[src/rtl/keypad_pkg.sv]
// Shared types and the key map for the hex keypad encoder.
package keypad_pkg;

  typedef enum logic [0:0] {
    IDLE,
    PRESSED
  } state_t;

  typedef enum logic [1:0] {
    NONE,
    SINGLE,
    MULTI
  } scan_class_t;

  // code is only meaningful for SINGLE; it is forced to 0 otherwise so that
  // whole-struct comparisons treat all NONE (or all MULTI) results as equal.
  typedef struct packed {
    scan_class_t cls;
    logic [3:0]  code;
  } scan_result_t;

  // Key value at matrix position {row, col}; entry 0 is row 0 / column 0.
  localparam logic [15:0][3:0] KEYMAP = {
    4'hD, 4'hE, 4'hF, 4'h0,   // row 3
    4'hC, 4'h9, 4'h8, 4'h7,   // row 2
    4'hB, 4'h6, 4'h5, 4'h4,   // row 1
    4'hA, 4'h3, 4'h2, 4'h1    // row 0
  };

  // Classify a full-matrix closure map (bit {row,col} set = key closed).
  function automatic scan_result_t classify(input logic [15:0] pressed);
    scan_result_t res;
    int unsigned  n;
    logic [3:0]   idx;
    n   = 0;
    idx = '0;
    for (int i = 0; i < 16; i++) begin
      if (pressed[i]) begin
        n   = n + 1;
        idx = 4'(i);
      end
    end
    res.code = '0;
    if (n == 0) begin
      res.cls = NONE;
    end else if (n == 1) begin
      res.cls  = SINGLE;
      res.code = KEYMAP[idx];
    end else begin
      res.cls = MULTI;
    end
    return res;
  endfunction

endpackage

[src/rtl/hex_keypad_encoder_if.sv]
// Keypad pins plus the encoded-key output bundle.
// key_valid is a one-cycle strobe qualifying key_code; there is no ready, so
// the consumer must take the value in the cycle key_valid is high. key_code
// stays stable until the next strobe, key_held is a level.
interface hex_keypad_encoder_if;
  logic [3:0] row_n;
  logic [3:0] col_n;
  logic [3:0] key_code;
  logic       key_valid;
  logic       key_held;

  modport master (
    input  row_n,
    output col_n,
    output key_code,
    output key_valid,
    output key_held
  );

  modport slave (
    output row_n,
    input  col_n,
    input  key_code,
    input  key_valid,
    input  key_held
  );
endinterface

[src/rtl/keypad_col_scanner.sv]
// Column scanner: drives one column low at a time, synchronises the rows and
// assembles a full-matrix scan result once per four columns.
module keypad_col_scanner
  import keypad_pkg::*;
#(
  parameter int SCAN_DIV = 100000
) (
  input  logic         clk,
  input  logic         rst,
  input  logic [3:0]   row_n,
  output logic [3:0]   col_n,
  output logic         scan_done,
  output scan_result_t scan_result
);

  localparam int DW = $clog2(SCAN_DIV);
  localparam logic [DW-1:0] DWELL_LAST = DW'(SCAN_DIV - 1);

  logic [3:0]    row_meta;
  logic [3:0]    row_sync;
  logic [DW-1:0] dwell;
  logic [1:0]    col_idx;
  logic [3:0]    cap0;
  logic [3:0]    cap1;
  logic [3:0]    cap2;
  logic          sample;
  logic [15:0]   pressed;

  // Rows are sampled on the last dwell cycle so the column has settled.
  assign sample    = (dwell == DWELL_LAST);
  assign scan_done = sample && (col_idx == 2'd3);
  assign col_n     = ~(4'b0001 << col_idx);

  // Two-flop synchroniser for the asynchronous row inputs.
  always_ff @(posedge clk) begin
    if (rst) begin
      row_meta <= 4'hF;
      row_sync <= 4'hF;
    end else begin
      row_meta <= row_n;
      row_sync <= row_meta;
    end
  end

  // Dwell counter and column index; the index advances after each sample.
  always_ff @(posedge clk) begin
    if (rst) begin
      dwell   <= '0;
      col_idx <= 2'd0;
    end else if (sample) begin
      dwell   <= '0;
      col_idx <= col_idx + 2'd1;
    end else begin
      dwell <= dwell + DW'(1);
    end
  end

  // Hold columns 0..2; column 3 is used live on the scan-done cycle.
  always_ff @(posedge clk) begin
    if (rst) begin
      cap0 <= 4'hF;
      cap1 <= 4'hF;
      cap2 <= 4'hF;
    end else if (sample) begin
      case (col_idx)
        2'd0:    cap0 <= row_sync;
        2'd1:    cap1 <= row_sync;
        2'd2:    cap2 <= row_sync;
        default: ;
      endcase
    end
  end

  // Build the closure map indexed {row, col} from the four column samples.
  always_comb begin
    pressed = '0;
    for (int r = 0; r < 4; r++) begin
      pressed[r*4 + 0] = ~cap0[r];
      pressed[r*4 + 1] = ~cap1[r];
      pressed[r*4 + 2] = ~cap2[r];
      pressed[r*4 + 3] = ~row_sync[r];
    end
  end

  assign scan_result = classify(pressed);

endmodule

[src/rtl/hex_keypad_encoder.sv]
// Hex keypad encoder top: debounces full-scan results and tracks
// press/release, emitting one strobe per accepted key press.
module hex_keypad_encoder
  import keypad_pkg::*;
#(
  parameter int SCAN_DIV       = 100000,
  parameter int DEBOUNCE_SCANS = 4
) (
  input  logic                 clk,
  input  logic                 rst,
  hex_keypad_encoder_if.master kp,
  output state_t               dbg_state
);

  localparam logic [3:0] DB_MAX = 4'(DEBOUNCE_SCANS);

  logic         scan_done;
  scan_result_t scan_result;
  scan_result_t prev_result;
  logic [3:0]   db_cnt;
  logic [3:0]   db_cnt_next;
  logic         stable;
  state_t       state;
  state_t       state_next;
  logic         accept;

  keypad_col_scanner #(
    .SCAN_DIV (SCAN_DIV)
  ) u_scanner (
    .clk         (clk),
    .rst         (rst),
    .row_n       (kp.row_n),
    .col_n       (kp.col_n),
    .scan_done   (scan_done),
    .scan_result (scan_result)
  );

  assign dbg_state = state;

  // Count consecutive identical scan results, reloading to 1 on any change.
  always_comb begin
    db_cnt_next = db_cnt;
    if (scan_done) begin
      if (scan_result != prev_result) begin
        db_cnt_next = 4'd1;
      end else if (db_cnt < DB_MAX) begin
        db_cnt_next = db_cnt + 4'd1;
      end
    end
  end

  assign stable = scan_done && (db_cnt_next == DB_MAX);

  // Debounce history: previous result and saturating match count.
  always_ff @(posedge clk) begin
    if (rst) begin
      prev_result <= '{cls: NONE, code: 4'h0};
      db_cnt      <= 4'd0;
    end else begin
      db_cnt <= db_cnt_next;
      if (scan_done) begin
        prev_result <= scan_result;
      end
    end
  end

  // Press/release decisions; rollover to another key needs a full release.
  always_comb begin
    state_next = state;
    accept     = 1'b0;
    case (state)
      IDLE: begin
        if (stable && scan_result.cls == SINGLE) begin
          state_next = PRESSED;
          accept     = 1'b1;
        end
      end
      PRESSED: begin
        if (stable && scan_result.cls == NONE) begin
          state_next = IDLE;
        end
      end
      default: state_next = IDLE;
    endcase
  end

  // State register and registered outputs.
  always_ff @(posedge clk) begin
    if (rst) begin
      state        <= IDLE;
      kp.key_code  <= 4'h0;
      kp.key_valid <= 1'b0;
      kp.key_held  <= 1'b0;
    end else begin
      state        <= state_next;
      kp.key_valid <= accept;
      kp.key_held  <= (state_next == PRESSED);
      if (accept) begin
        kp.key_code <= scan_result.code;
      end
    end
  end

endmodule

[src/flat_wrapper.sv]
// flat-port wrapper written by rule: the top's interface ports become plain ports
module hex_keypad_encoder_flat import keypad_pkg::*;
#(
  parameter int SCAN_DIV       = 100000,
  parameter int DEBOUNCE_SCANS = 4
)
  (clk, rst, dbg_state, kp_row_n, kp_col_n, kp_key_code, kp_key_valid, kp_key_held);
  hex_keypad_encoder_if kp_i ();
  input  logic clk;
  input  logic rst;
  output state_t dbg_state;
  input wire logic [$bits(kp_i.row_n)-1:0] kp_row_n;
  output wire logic [$bits(kp_i.col_n)-1:0] kp_col_n;
  output wire logic [$bits(kp_i.key_code)-1:0] kp_key_code;
  output wire logic [$bits(kp_i.key_valid)-1:0] kp_key_valid;
  output wire logic [$bits(kp_i.key_held)-1:0] kp_key_held;
  assign kp_i.row_n = kp_row_n;
  assign kp_col_n = kp_i.col_n;
  assign kp_key_code = kp_i.key_code;
  assign kp_key_valid = kp_i.key_valid;
  assign kp_key_held = kp_i.key_held;
  hex_keypad_encoder #(.SCAN_DIV(SCAN_DIV), .DEBOUNCE_SCANS(DEBOUNCE_SCANS)) u_core (.clk(clk), .rst(rst), .kp(kp_i), .dbg_state(dbg_state));
endmodule
[config.mk]
export PLATFORM = sky130hd
export DESIGN_NAME = hex_keypad_encoder_flat
export DESIGN_NICKNAME = d
export VERILOG_FILES = /design/src/rtl/keypad_pkg.sv /design/src/rtl/hex_keypad_encoder_if.sv /design/src/rtl/keypad_col_scanner.sv /design/src/rtl/hex_keypad_encoder.sv /design/src/flat_wrapper.sv
export SDC_FILE = /design/constraint.sdc
export NUM_CORES = 1
export LEC_CHECK = 0
export CAP_MARGIN = 25
export CORE_ASPECT_RATIO = 0.9
export CORE_MARGIN = 8
export CORE_UTILIZATION = 25
export CTS_BUF_LIST = sky130_fd_sc_hd__clkbuf_8
export DETAILED_ROUTE_END_ITERATION = 10
export GPL_TIMING_DRIVEN = 0
export SYNTH_ARGS = -nofsm -noshare
export SYNTH_HDL_FRONTEND = slang
export SYNTH_HIERARCHICAL = 1
export SYNTH_SLANG_ARGS = --single-unit
[constraint.sdc]
create_clock -name clk -period 10.1 [get_ports clk]
set_clock_uncertainty 0.15 [all_clocks]
set_input_delay 3.03 -clock clk [delete_from_list [all_inputs] [get_ports clk]]
set_output_delay 3.03 -clock clk [all_outputs]
set_load 0.05 [all_outputs]
==> results.md <==
* DR vias/cell at 4.66
* Drt drc at 0
* Fin. max-slew vios at 0
* Inst Count DP at 842
* Row count at 48
* Setup-failing EPs final at 0
* Die W at ~160 um
* Synth Flop Type: dfxtp_1
* Cells after synthesis at between 500 and 600
* FFs w/ async S/R, synth at 0%
* Distinct cells, synth at 80
* Synthesized area per cell at 8.32 um2
* Iteration-0 DRC Markers at 234
* Status: finished, final reports clean
* CTS tree: done
* Post-synthesis net count at around 610
* Leakage at 2.33 nW
* DP Wirelength at 7.97 mm
* Vias after detailed routing at ~4000
* Warnings from Yosys at 6
* DRT Pass-1 Iters at 4
* Root Driver: clkbuf_8
* Critical Path AT at 10.06 ns
* Worst path most repeated cell: ha_4
* Die Ht at 147 um
* Clock buffer count from CTS at 5
* Fmax at 100 MHz
* Slowest stage delay, CP at 0.48 ns
* Post-Layout Cell Count at 880
* Area after DPL at 0.00530 mm2
* Worst Path Required at 10.20 ns
* TNS Setup at 0 ns
* Min cycle time layout at 9.96 ns
* Register bit count reported by yosys at 55
* Layout area overhead at 24.6%
* Clk buf depth at 2
* Remaining Overflow, GRT at 0
* Final Cycle Share at 98.6%
* CTS sink cnt at 55
* Cts hold-fix bufs at 0
* Cell area power density at roughly 70 mW/mm2
* Core area at between 0.015 and 0.02 mm2
* R2R Path Start: u_core/u_scanner/cap1[0]
* CP Capture Type: register
* Post-Syn Area at 0.00479 mm2
* GR Util All Layers at just under 9%
* Worst-skew pair later-pin latency at 0.32 ns
* Startpoint Class: register
* Initial core utilization at 25.3%
* Boundary Pins at 17
* WHS Path Cells at 1
* Commonest cells after routing, fill and taps aside: 53 x nor2_1, 53 x dfxtp_1, 51 x nand2_1
* First-pass GRT wire length at 18.2 mm
* Diodes inserted at 0
* Hold Path Sink: u_core/u_scanner/row_sync[2]
* CP Buf/Inv Count at 4
* Worst VDD drop at between 0.06 and 0.07 mV
* IO buf count at 16
* R2R Setup Slk at 0.14 ns
* Worst-Margin Slew at 1.01 ns
* Post-synth EDFFs at 0
* Final hold violation count at 0
* Die area at 0.0239 mm2
* Worst Setup Path Type: reg -> reg
* FF-to-FF path depth at 53
* Vias in the first global route at 3869
* Cell family with most CP delay: adder cells
* Fin area at roughly 0.006 mm2
* Final wirelength at 11.1 mm
* RePlAce Congestion at 0.773
* MaxCap Viol Count at 0
* Final core occ at 31.5%
* Clk slew on worst S/H paths at 0.10 ns
* Critical path fanouts, max at 6
* Initial antenna violation count at 0
* # nets final at about 660
* Hold Startpoint: u_core/u_scanner/row_meta[2]
* DRT antenna net count at 0
* RSZ-0062 raised after global routing: yes
* Largest net degree at the start of global routing at 17
* H-tree levels at 2
* Layout cells sized above 1 at 21.3%
* Slowest cell on the critical path: o32a_4
* Reg-to-Reg End: u_core/kp.key_code[0]
* Hold/Removal Path Class: reg -> reg
* Drt wl/cell at 12.6 um
* Relative slew slack at a little under a third
* Fill count at 2041
* Register area share after synthesis at 23.0%
[synth_stat cells, types with 3 or more instances]
| library cell | instances | area, um2 |
|---|---|---|
| a31oi_1 | 5 | 31.3 |
| a21boi_0 | 3 | 22.5 |
| a21o_1 | 5 | 37.5 |
| a211o_1 | 3 | 26.3 |
| buf_2 | 5 | 25.0 |
| nor3_1 | 13 | 65.1 |
| dfxtp_1 | 55 | 1100 |
| xnor2_1 | 32 | 280 |
| mux2i_1 | 18 | 180 |
| o21ai_0 | 15 | 75.1 |
| clkbuf_1 | 20 | 75.1 |
| o21a_1 | 4 | 30.0 |
| or3_1 | 3 | 18.8 |
| nor2b_1 | 18 | 113 |
| o21ai_1 | 3 | 15.0 |
| nor2_1 | 59 | 221 |
| xnor3_1 | 8 | 180 |
| ha_1 | 24 | 300 |
| a21oi_1 | 16 | 80.1 |
| or4_1 | 3 | 22.5 |
| nand3b_1 | 10 | 75.1 |
| inv_1 | 21 | 78.8 |
| and3_1 | 8 | 50.1 |
| nand4_1 | 12 | 75.1 |
| nand2b_1 | 16 | 100 |
| nand3_1 | 24 | 120 |
| a211oi_1 | 5 | 37.5 |
| and2_1 | 4 | 25.0 |
| xnor2_2 | 3 | 48.8 |
| xor2_1 | 18 | 158 |
| nor3b_1 | 8 | 60.1 |
| or2_2 | 10 | 62.6 |
| nand2_1 | 53 | 199 |
| o211ai_1 | 4 | 30.0 |
| nor4_1 | 5 | 31.3 |
| o22ai_1 | 3 | 18.8 |
[power breakdown]
part	switching (mW)	total (mW)	leakage, nW	internal [mW]
combinational	0.0457	0.0866	1.84	0.0409
sequential	0.00146	0.221	0.445	0.219
clock	0.0715	0.119	0.0453	0.0476
total	0.119	0.426	2.33	0.308
[final cells by class]
cell class | count | area [um2] | share of cell area [%]
clock buffers | 5 | 68.8 | 1.15
plain buffers | 27 | 121 | 2.03
multi-input cells | 471 | 3870 | 64.8
flip-flops and latches | 55 | 1100 | 18.5
inverters | 23 | 88.8 | 1.49
well taps | 250 | 313 | 5.24
clock inverters | 3 | 16.3 | 0.272
repair buffers | 46 | 393 | 6.58
[logic make-up (layout without fill, tap and decap cells)]
logic type                 after synthesis  in the layout  share of synthesized area, %
AOI/OAI and AO/OA                       89             89                          13.4
xor gates and xnor gates                68             68                          17.6
and+or+nand+nor                        270            270                          31.3
DFF                                     55             55                          23.0
buffers and inverters                   50            104                          4.25
muxes                                   20             20                          4.23
adders and majority gates               24             24                          6.26
[worst max path at each step]
stage,endpoint,slack (ns),cells past startpoint,start
floorplan,u_core/db_cnt[0],0.002,52,u_core/u_scanner/cap0[0]
global placement,u_core/db_cnt[0],-0.97,52,u_core/u_scanner/cap1[0]
detailed placement,u_core/db_cnt[0],-0.99,52,u_core/u_scanner/cap0[0]
CTS,u_core/kp.key_code[0],0.02,52,u_core/u_scanner/cap0[0]
global route,u_core/kp.key_code[1],-0.39,54,u_core/u_scanner/cap2[0]
finish,u_core/kp.key_code[0],0.14,53,u_core/u_scanner/cap1[0]
[metrics by stage]
step	hold slack [ns]	setup WS (ns)	total power [mW]
after floorplan	0.239	0.00193	0.276
after global placement	0.244	-0.966	0.289
after detailed placement	0.242	-0.989	0.289
after CTS	0.265	0.0206	0.418
after global routing	0.280	-0.395	0.449
final	0.262	0.142	0.426
[per-layer routing]
layer	track usage (%)	part of all wire, %
met1	12.1	50
met2	14.5	47
met3	1.01	1.7
met5	0	0
met4	2.54	1.1
[what timing repair did]
| item | in CTS | in global routing |
|---|---|---|
| resized for setup | 33 | 38 |
| pin swaps | 12 | 40 |
| cloned | 0 | 0 |
| setup endpoints to repair | 16 | 12 |
| endpoints found under the hold margin | 0 | 0 |
| buffers inserted | 13 | 18 |
[state kept, by name, indices dropped and copies added, names as in the netlist, 2 cells and up]
register	cells
u_core/db_cnt	4
u_core/prev_result	6
u_core/u_scanner/cap2	4
u_core/u_scanner/dwell	17
u_core/u_scanner/cap0	4
u_core/u_scanner/col_idx	2
u_core/kp.key_code	4
u_core/u_scanner/row_meta	4
u_core/u_scanner/cap1	4
u_core/u_scanner/row_sync	4
Note: power is estimated with default switching activity, not from simulation.
